[src/rtl/steer_en.sv]
// steer_en: rider-presence and balance qualifier that enables steering.
//   Waits in WAIT until the rider has stood balanced for a full timer period,
//   then enables steering. It leaves steering on dismount or a heavy lean.
// Ports:
//   clk          system clock, all state on rising edge
//   rst_n        synchronous active-low reset
//   lft_ld_i     left load-cell reading, unsigned, unregistered
//   rght_ld_i    right load-cell reading, unsigned, unregistered
//   en_steer_o   high while in STEER
//   rider_off_o  high while in IDLE
module steer_en #(
  parameter logic [11:0] MIN_RIDER_WT  = 12'h200,
  parameter logic [11:0] WT_HYSTERESIS = 12'h040,  // must be below MIN_RIDER_WT
  parameter bit          FAST_SIM      = 1'b0
) (
  input  logic        clk,
  input  logic        rst_n,
  input  logic [11:0] lft_ld_i,
  input  logic [11:0] rght_ld_i,
  output logic        en_steer_o,
  output logic        rider_off_o
);

  localparam int unsigned LD_W  = 12;
  localparam int unsigned SUM_W = 13;
  localparam int unsigned TMR_W = FAST_SIM ? 15 : 26;

  localparam logic [SUM_W-1:0] WT_HI = SUM_W'(MIN_RIDER_WT) + SUM_W'(WT_HYSTERESIS);
  localparam logic [SUM_W-1:0] WT_LO = SUM_W'(MIN_RIDER_WT) - SUM_W'(WT_HYSTERESIS);

  typedef enum logic [1:0] {
    ST_IDLE  = 2'd0,
    ST_WAIT  = 2'd1,
    ST_STEER = 2'd2
  } state_e;

  state_e            state_q, state_d;
  logic [TMR_W-1:0]  tmr_q, tmr_d;
  logic              tmr_clr;
  logic              en_steer_q, en_steer_d;
  logic              rider_off_q, rider_off_d;

  logic [SUM_W-1:0]        sum_c;
  logic signed [SUM_W-1:0] sdiff_c;
  logic [LD_W-1:0]         diff_c;
  logic                    sum_gt_min, sum_lt_min;
  logic                    diff_gt_1_4, diff_gt_15_16;
  logic                    tmr_full;

  // Load-cell sum and absolute difference (13-bit, no overflow loss)
  assign sum_c   = {1'b0, lft_ld_i} + {1'b0, rght_ld_i};
  assign sdiff_c = $signed({1'b0, lft_ld_i}) - $signed({1'b0, rght_ld_i});
  assign diff_c  = sdiff_c[SUM_W-1] ? LD_W'(-sdiff_c) : sdiff_c[LD_W-1:0];

  // Threshold compares; equality never counts as exceeded
  assign sum_gt_min    = sum_c > WT_HI;
  assign sum_lt_min    = sum_c < WT_LO;
  assign diff_gt_1_4   = {1'b0, diff_c} > (sum_c >> 2);
  assign diff_gt_15_16 = {1'b0, diff_c} > (sum_c - (sum_c >> 4));
  assign tmr_full      = &tmr_q;

  // State, timer and output registers
  always_ff @(posedge clk) begin
    if (!rst_n) begin
      state_q     <= ST_IDLE;
      tmr_q       <= '0;
      en_steer_q  <= 1'b0;
      rider_off_q <= 1'b1;
    end else begin
      state_q     <= state_d;
      tmr_q       <= tmr_d;
      en_steer_q  <= en_steer_d;
      rider_off_q <= rider_off_d;
    end
  end

  // Next-state logic
  always_comb begin
    state_d = state_q;
    tmr_clr = 1'b0;
    case (state_q)
      ST_IDLE: begin
        if (sum_gt_min) begin
          state_d = ST_WAIT;
          tmr_clr = 1'b1;
        end
      end
      ST_WAIT: begin
        if (sum_lt_min)       state_d = ST_IDLE;
        else if (diff_gt_1_4) tmr_clr = 1'b1;
        else if (tmr_full)    state_d = ST_STEER;
      end
      ST_STEER: begin
        if (sum_lt_min) begin
          state_d = ST_IDLE;
        end else if (diff_gt_15_16) begin
          state_d = ST_WAIT;
          tmr_clr = 1'b1;
        end
      end
      default: state_d = ST_IDLE;
    endcase
  end

  // Timer counts only while staying in WAIT; zero everywhere else, so it never wraps
  always_comb begin
    tmr_d = '0;
    if (state_q == ST_WAIT && state_d == ST_WAIT && !tmr_clr) tmr_d = tmr_q + TMR_W'(1);
  end

  // Moore outputs, decoded from next state so they flip with the state register
  always_comb begin
    en_steer_d  = 1'b0;
    rider_off_d = 1'b0;
    if (state_d == ST_STEER) en_steer_d  = 1'b1;
    if (state_d == ST_IDLE)  rider_off_d = 1'b1;
  end

  assign en_steer_o  = en_steer_q;
  assign rider_off_o = rider_off_q;

endmodule

[config.mk]
export PLATFORM = sky130hd
export DESIGN_NAME = steer_en
export DESIGN_NICKNAME = d
export VERILOG_FILES = /design/src/rtl/steer_en.sv
export SDC_FILE = /design/constraint.sdc
export NUM_CORES = 1
export LEC_CHECK = 0
export BUFFER_PORTS_ARGS = -buffer_cell sky130_fd_sc_hd__buf_2
export CORE_ASPECT_RATIO = 1.25
export CORE_UTILIZATION = 30
export CTS_BUF_LIST = sky130_fd_sc_hd__clkbuf_16
export CTS_CLUSTER_SIZE = 30
export DETAILED_ROUTE_END_ITERATION = 12
export SLEW_MARGIN = 20
export SYNTH_ARGS = -nofsm -noshare
export SYNTH_HDL_FRONTEND = slang
export SYNTH_SLANG_ARGS = --single-unit
[constraint.sdc]
create_clock -name clk -period 20.7 [get_ports clk]
set_input_delay 4.14 -clock clk [delete_from_list [all_inputs] [get_ports clk]]
set_output_delay 4.14 -clock clk [all_outputs]
set_load 0.01 [all_outputs]
==> results of run 1 <==
## cell type report
cell class	count	area share [%]
clock buffer	5	2.45
inverter	44	3.24
multi-input combinational	468	74.4
tap	208	5.10
clock inverter	2	0.147
timing repair buffer	29	2.94
sequential	30	11.8
## cells by family after synthesis
family	after synthesis	share of synthesized area [%]
and+or+nand+nor	213	30.0
AOI/OAI and AO/OA	122	19.8
buffers and inverters	66	6.64
adders and majority gates	65	17.6
xor gates and xnor gates	62	11.8
DFF	30	12.8
muxes	6	1.36
## sequential cells by signal, summed over array words and instances (netlist names)
register / cells
en_steer_o: 1
rider_off_o: 1
state_q: 2
tmr_q: 26
## placed cells by master, fill, tap and decap left out, types with 22 or more instances in the layout
master,synthesis,layout
nor4b_2,22,22
nor2_1,29,29
xor2_1,22,22
nand3_1,35,35
xnor2_1,39,39
nand2_1,24,24
inv_1,43,45
dfxtp_1,30,30
ha_1,59,59
buf_2,10,27
## worst reg2reg max path, cell delays in order, from the launching register on
cell	delay, ns
dfxtp_1	0.37
inv_1	0.10
ha_1	0.20
inv_1	0.12
a21oi_1	0.11
a221oi_1	0.25
a311o_1	0.58
nand2_1	0.57
nor4b_1	0.41
## stage by stage
| stage | std cells | cell area [sq um] |
|---|---|---|
| floorplan | 564 | 4710 |
| global placement | 779 | 4970 |
| detailed placement | 779 | 4970 |
| CTS | 786 | 5100 |
| global route | 786 | 5100 |
| finish | 786 | 5100 |
## power breakdown
group          internal (W)   total, W  switching [W]
registers         0.0000590  0.0000600    0.000000925
clock network     0.0000428  0.0000672      0.0000244
logic              0.000105   0.000247       0.000142
## routing by layer
metal	vias up	wire length, um	track usage [%]
met5	-	0	0
li1	2093	-	-
met3	19	229	1.58
met2	54	5400	24.8
met4	0	241	4.31
met1	1917	5060	17.7
## path summary, 6_finish.rpt
| check | startpoint | to | cells past startpoint |
|---|---|---|---|
| worst max-delay path | rght_ld_i[2] | tmr_q[20] | 27 |
| worst min-delay path | tmr_q[0] | tmr_q[0] | 2 |
| worst max register to register | state_q[1] | tmr_q[20] | 8 |
| worst min register to register | tmr_q[0] | tmr_q[0] | 2 |
==> results.sh, run 1 <==
export IMPL_status="completed"
export IMPL_synth_common_cells="59 x ha_1, 43 x inv_1, 39 x xnor2_1"
export IMPL_yosys_cell_types_count=87
export IMPL_clk_latency_ns=0.28
export IMPL_vias=4083
export IMPL_grt_max_degree=29
export IMPL_grt_first_pass_wirelength_um=18600
export IMPL_hold_viol=0
export IMPL_crit_buf_inv=3
export IMPL_max_vdd_ir_drop_uv=28.9
export IMPL_cts_sinks=30
export IMPL_gr_total_overflow=0
export IMPL_critical_path_required_ns=20.87
export IMPL_grt_total_usage_pct=14.0
export IMPL_slew_headroom_pct=44.4
export IMPL_synth_seq_cells=30
export IMPL_synth_edf_count=0
export IMPL_cts_tree="yes"
export IMPL_synth_area_sq_um=4710
export IMPL_drt_iter0_markers=179
export IMPL_path_clk_slew_ns=0.05
export IMPL_die_h_um=142
export IMPL_multi_input_area_sq_um=3790
export IMPL_whs_ns=0.569
export IMPL_floorplan_rows=50
export IMPL_synth_top_area_cell="ha_1"
export IMPL_tns_ns=0
export IMPL_cts_setup_buffers=0
export IMPL_die_area_sq_um=16200
export IMPL_worst_pin_slew_ns=0.831
export IMPL_synth_top_area_share_pct=15.7
export IMPL_async_reset_ff_share_pct=0
export IMPL_syn_avg_cell_area_sq_um=8.35
export IMPL_p_per_area_nw_per_um2=73.4
export IMPL_reg2reg_slack_ns=17.90
export IMPL_yosysWarnings=0
export IMPL_cp_slowest_cell="a311o_1"
export IMPL_cts_buffers_inserted=5
export IMPL_area_growth_syn_to_layout_pct=8.40
export IMPL_drc=0
export IMPL_end_kind="register"
export IMPL_place_congestion=0.849
export IMPL_core_area_sq_um=15100
export IMPL_avgRoutedWirePerCell_um=13.9
export IMPL_fillers=1664
export IMPL_p_leak_nw=2.07
export IMPL_syn_num_nets=652
export IMPL_crit_path_max_fanout=16
export IMPL_ctsResizeCount=0
export IMPL_dr_pass1_iters=5
export IMPL_fin_crit_sh_pct=51.7
export IMPL_finalNetCount=666
export IMPL_initial_core_util_pct=31.1
export IMPL_worst_slack_ns=10.0
export IMPL_num_antenna_cells=0
export IMPL_ant_nets=0
export IMPL_fin_worst_skew_ns=0.00269
export IMPL_fin_crit_ns=10.70
export IMPL_die_x_um=114
export IMPL_setup_violations=0
export IMPL_netlist_instances=564
export IMPL_cp_start_kind="input port"
export IMPL_grt_antenna_before_repair=0
export IMPL_avgViaCountPerCell=5.19
export IMPL_hold_path_class="reg2reg"
export IMPL_maxSlewViolCount=0
export IMPL_root_buffer="clkbuf_16"
export IMPL_io_buffers=27
export IMPL_first_global_vias=3849
export IMPL_max_freq_ghz=0.0934
export IMPL_power_w=0.000375
export IMPL_cts_buffer_depth=2
export IMPL_crit_family="compound AO/OA/AOI/OAI gates"
export IMPL_crit_type="in2reg"
export IMPL_synthTopCellsByArea="ha_1 16%, dfxtp_1 13%, xnor2_1 7.3%"
export IMPL_pre_cts_slack_ns=9.69
export IMPL_drive_gt1_share_pct=14.2
export IMPL_seq_area_sq_um=601
export IMPL_critPathArrivalTime_ns=10.88
export IMPL_synthFlopType="dfxtp_1"
export IMPL_synth_seq_area_share_pct=12.8
export IMPL_synth_most_common_cell="ha_1"
export IMPL_dp_hpwl_um=8650
export IMPL_path_common_cell="ha_1"
export IMPL_io_pins=28
export IMPL_drv_cap=0
export IMPL_critPathMaxStageDelay_ns=0.60
export IMPL_htreeDepth=2
export IMPL_wirelength_um=10900
export IMPL_rsz0062_at_grt="false"
export IMPL_postCtsHoldBufs=0
export IMPL_fin_util_pct=33.7
Note: power is estimated with default switching activity, not from simulation.
==> run 2, diff against run 1 <==
==> constraint.sdc (replaced) <==
create_clock -name clk -period 8.65 [get_ports clk]
set_input_delay 1.73 -clock clk [delete_from_list [all_inputs] [get_ports clk]]
set_output_delay 1.73 -clock clk [all_outputs]
set_load 0.01 [all_outputs]
==> run 2 against run 1 <==
Register-to-register slack lost 12 ns; count of clock-buffer cells in the layout unchanged; highest routed layer unchanged; worst setup slack got worse by 9.1 ns; critical path type unchanged; flip-flop and latch count is the same; via count shrank 0.69%.
==> results.sh, run 2 (synthesis results as in run 1) <==
export IMPL_fin_crit_sh_pct=90.1
export IMPL_crit_family="compound AO/OA/AOI/OAI gates"
export IMPL_cts_tree="yes"
export IMPL_grt_antenna_before_repair=0
export IMPL_p_sw_w=0.000398
export IMPL_area_growth_syn_to_layout_pct=9.76
export IMPL_wirelength_um=10700
export IMPL_pwr_share_comb_pct=63.6
export IMPL_drc=0
export IMPL_critical_path_required_ns=8.82
export IMPL_root_buffer="clkbuf_16"
export IMPL_rsz0062_at_grt="false"
export IMPL_clk_latency_ns=0.27
export IMPL_p_sw_share_pct=42.8
export IMPL_place_inst=783
export IMPL_worst_pin_slew_ns=0.788
export IMPL_crit_buf_inv=4
export IMPL_avgViaCountPerCell=5.13
export IMPL_met3_usage_pct=0.980
export IMPL_finalNetCount=670
export IMPL_path_common_cell="ha_1"
export IMPL_maxSlewViolCount=0
export IMPL_power_w=0.000928
export IMPL_pre_cts_slack_ns=0.577
export IMPL_dp_hpwl_um=8610
export IMPL_drive_gt1_share_pct=15.1
export IMPL_drv_cap=0
export IMPL_mostFrequentLayoutCells="59 x ha_1, 44 x inv_1, 39 x xnor2_1, 35 x nand3_1, 30 x dfxtp_1"
export IMPL_whs_ns=0.578
export IMPL_die_h_um=142
export IMPL_ctsResizeCount=0
export IMPL_dr_pass1_iters=4
export IMPL_io_pins=28
export IMPL_avgRoutedWirePerCell_um=13.6
export IMPL_htreeDepth=2
export IMPL_min_path_cells=3
export IMPL_cts_setup_buffers=0
export IMPL_io_buffers=27
export IMPL_worst_slack_ns=0.857
export IMPL_p_clk_share_pct=21.0
export IMPL_gr_total_overflow=0
export IMPL_min_to="tmr_q[23]"
export IMPL_r2r_cells=8
export IMPL_largest_registers="tmr_q (26), state_q (2)"
export IMPL_p_leak_nw=2.10
export IMPL_num_antenna_cells=0
export IMPL_critPathArrivalTime_ns=7.97
export IMPL_cts_buffer_depth=2
export IMPL_max_vdd_ir_drop_uv=71.3
export IMPL_timing_rr_end="tmr_q[0]"
export IMPL_fillers=1655
export IMPL_setup_violations=0
export IMPL_floorplan_rows=50
export IMPL_first_global_vias=3969
export IMPL_end_kind="register"
export IMPL_postCtsHoldBufs=0
export IMPL_cts_sinks=30
export IMPL_p_per_area_nw_per_um2=180
export IMPL_crit_type="in2reg"
export IMPL_grt_first_pass_wirelength_um=18700
export IMPL_internal_power_w=0.000531
export IMPL_cp_slowest_cell="a2111o_1"
export IMPL_r2r_start="tmr_q[0]"
export IMPL_fin_worst_skew_ns=0.00620
export IMPL_path_clk_slew_ns=0.05
export IMPL_cts_buffers_inserted=5
export IMPL_tns_ns=0
export IMPL_largest_reg_flops=26
export IMPL_max_freq_ghz=0.128
export IMPL_crit_path_max_fanout=16
export IMPL_grt_total_usage_pct=13.9
export IMPL_status="completed"
export IMPL_die_area_sq_um=16200
export IMPL_top_register="tmr_q"
export IMPL_grt_max_degree=29
export IMPL_vias=4055
export IMPL_final_common_cell="ha_1"
export IMPL_hold_path_class="reg2reg"
export IMPL_multi_input_area_sq_um=3790
export IMPL_critPathMaxStageDelay_ns=0.51
export IMPL_ant_nets=0
export IMPL_cp_start_kind="input port"
export IMPL_die_x_um=114
export IMPL_fin_crit_ns=7.79
export IMPL_core_area_sq_um=15100
export IMPL_grt_busiest_layer="met2"
export IMPL_grtUsageMet2_pct=25.1
export IMPL_slew_headroom_pct=47.3
export IMPL_reg2reg_slack_ns=5.99
export IMPL_place_congestion=0.817
export IMPL_grtUsageMet1_pct=17.4
export IMPL_hold_viol=0
export IMPL_seq_area_sq_um=601
export IMPL_sequentialPowerShare_pct=15.5
export IMPL_initial_core_util_pct=31.1
export IMPL_final_cells=791
export IMPL_drt_iter0_markers=192
export IMPL_min_delay_start="tmr_q[23]"
## run 2: cell types whose count changed in the layout (fill, tap and decap cells not counted), sizes merged
cell / previous run / this run
bufinv: 0 / 1
buf: 29 / 33
clkinvlp: 0 / 1
inv: 46 / 45
## run 2: worst max-delay path by stage
stage / start / endpoint / slack [ns] / cells past startpoint
after floorplan: lft_ld_i[0] / tmr_q[10] / 1.52 / 29
after global placement: rght_ld_i[2] / tmr_q[24] / 0.72 / 28
after detailed placement: rght_ld_i[2] / tmr_q[20] / 0.58 / 28
after CTS: rght_ld_i[2] / tmr_q[22] / 0.81 / 28
after global routing: rght_ld_i[2] / tmr_q[20] / 0.12 / 28
final: rght_ld_i[2] / tmr_q[22] / 0.86 / 28
## run 2: layer usage
layer  wire length [um]  up-vias
li1                   -     2105
met1               4890     1882
met2               5410       53
met3                211       15
met4                222        0
met5                  0        -
## run 2: layout make-up
cell class	count	share of cell area, %
Clock buffer	5	2.42
Clock inverter	3	0.799
Inverter	44	3.20
Multi-Input combinational cell	468	73.4
Sequential cell	30	11.6
Tap cell	208	5.04
Timing Repair Buffer	33	3.49
## run 2: power groups by stage
| stage | clock, W | sequential [W] | combinational, W |
|---|---|---|---|
| finish | 0.000195 | 0.000144 | 0.000590 |
| global route | 0.000203 | 0.000144 | 0.000669 |
| CTS | 0.000198 | 0.000144 | 0.000595 |
| detailed placement | 0 | 0.000146 | 0.000591 |
| global placement | 0 | 0.000147 | 0.000594 |
| floorplan | 0 | 0.000146 | 0.000474 |
## run 2: metrics by stage
| step | utilization (%) | cell area [sq um] |
|---|---|---|
| global route | 34.1 | 5170 |
| finish | 34.1 | 5170 |
| detailed placement | 33.0 | 5000 |
| floorplan | - | 4710 |
| global placement | 33.0 | 5000 |
| CTS | 34.1 | 5170 |
## run 2: worst reg2reg max path, cell delays in order, from the launching register on
cell and delay, ns:
dfxtp_1 0.37, ha_1 0.19, and3_1 0.19, and3_1 0.28, nand3_1 0.11, nor3_1 0.25, nand4_1 0.28, nor3_4 0.73
nor4b_1 0.12
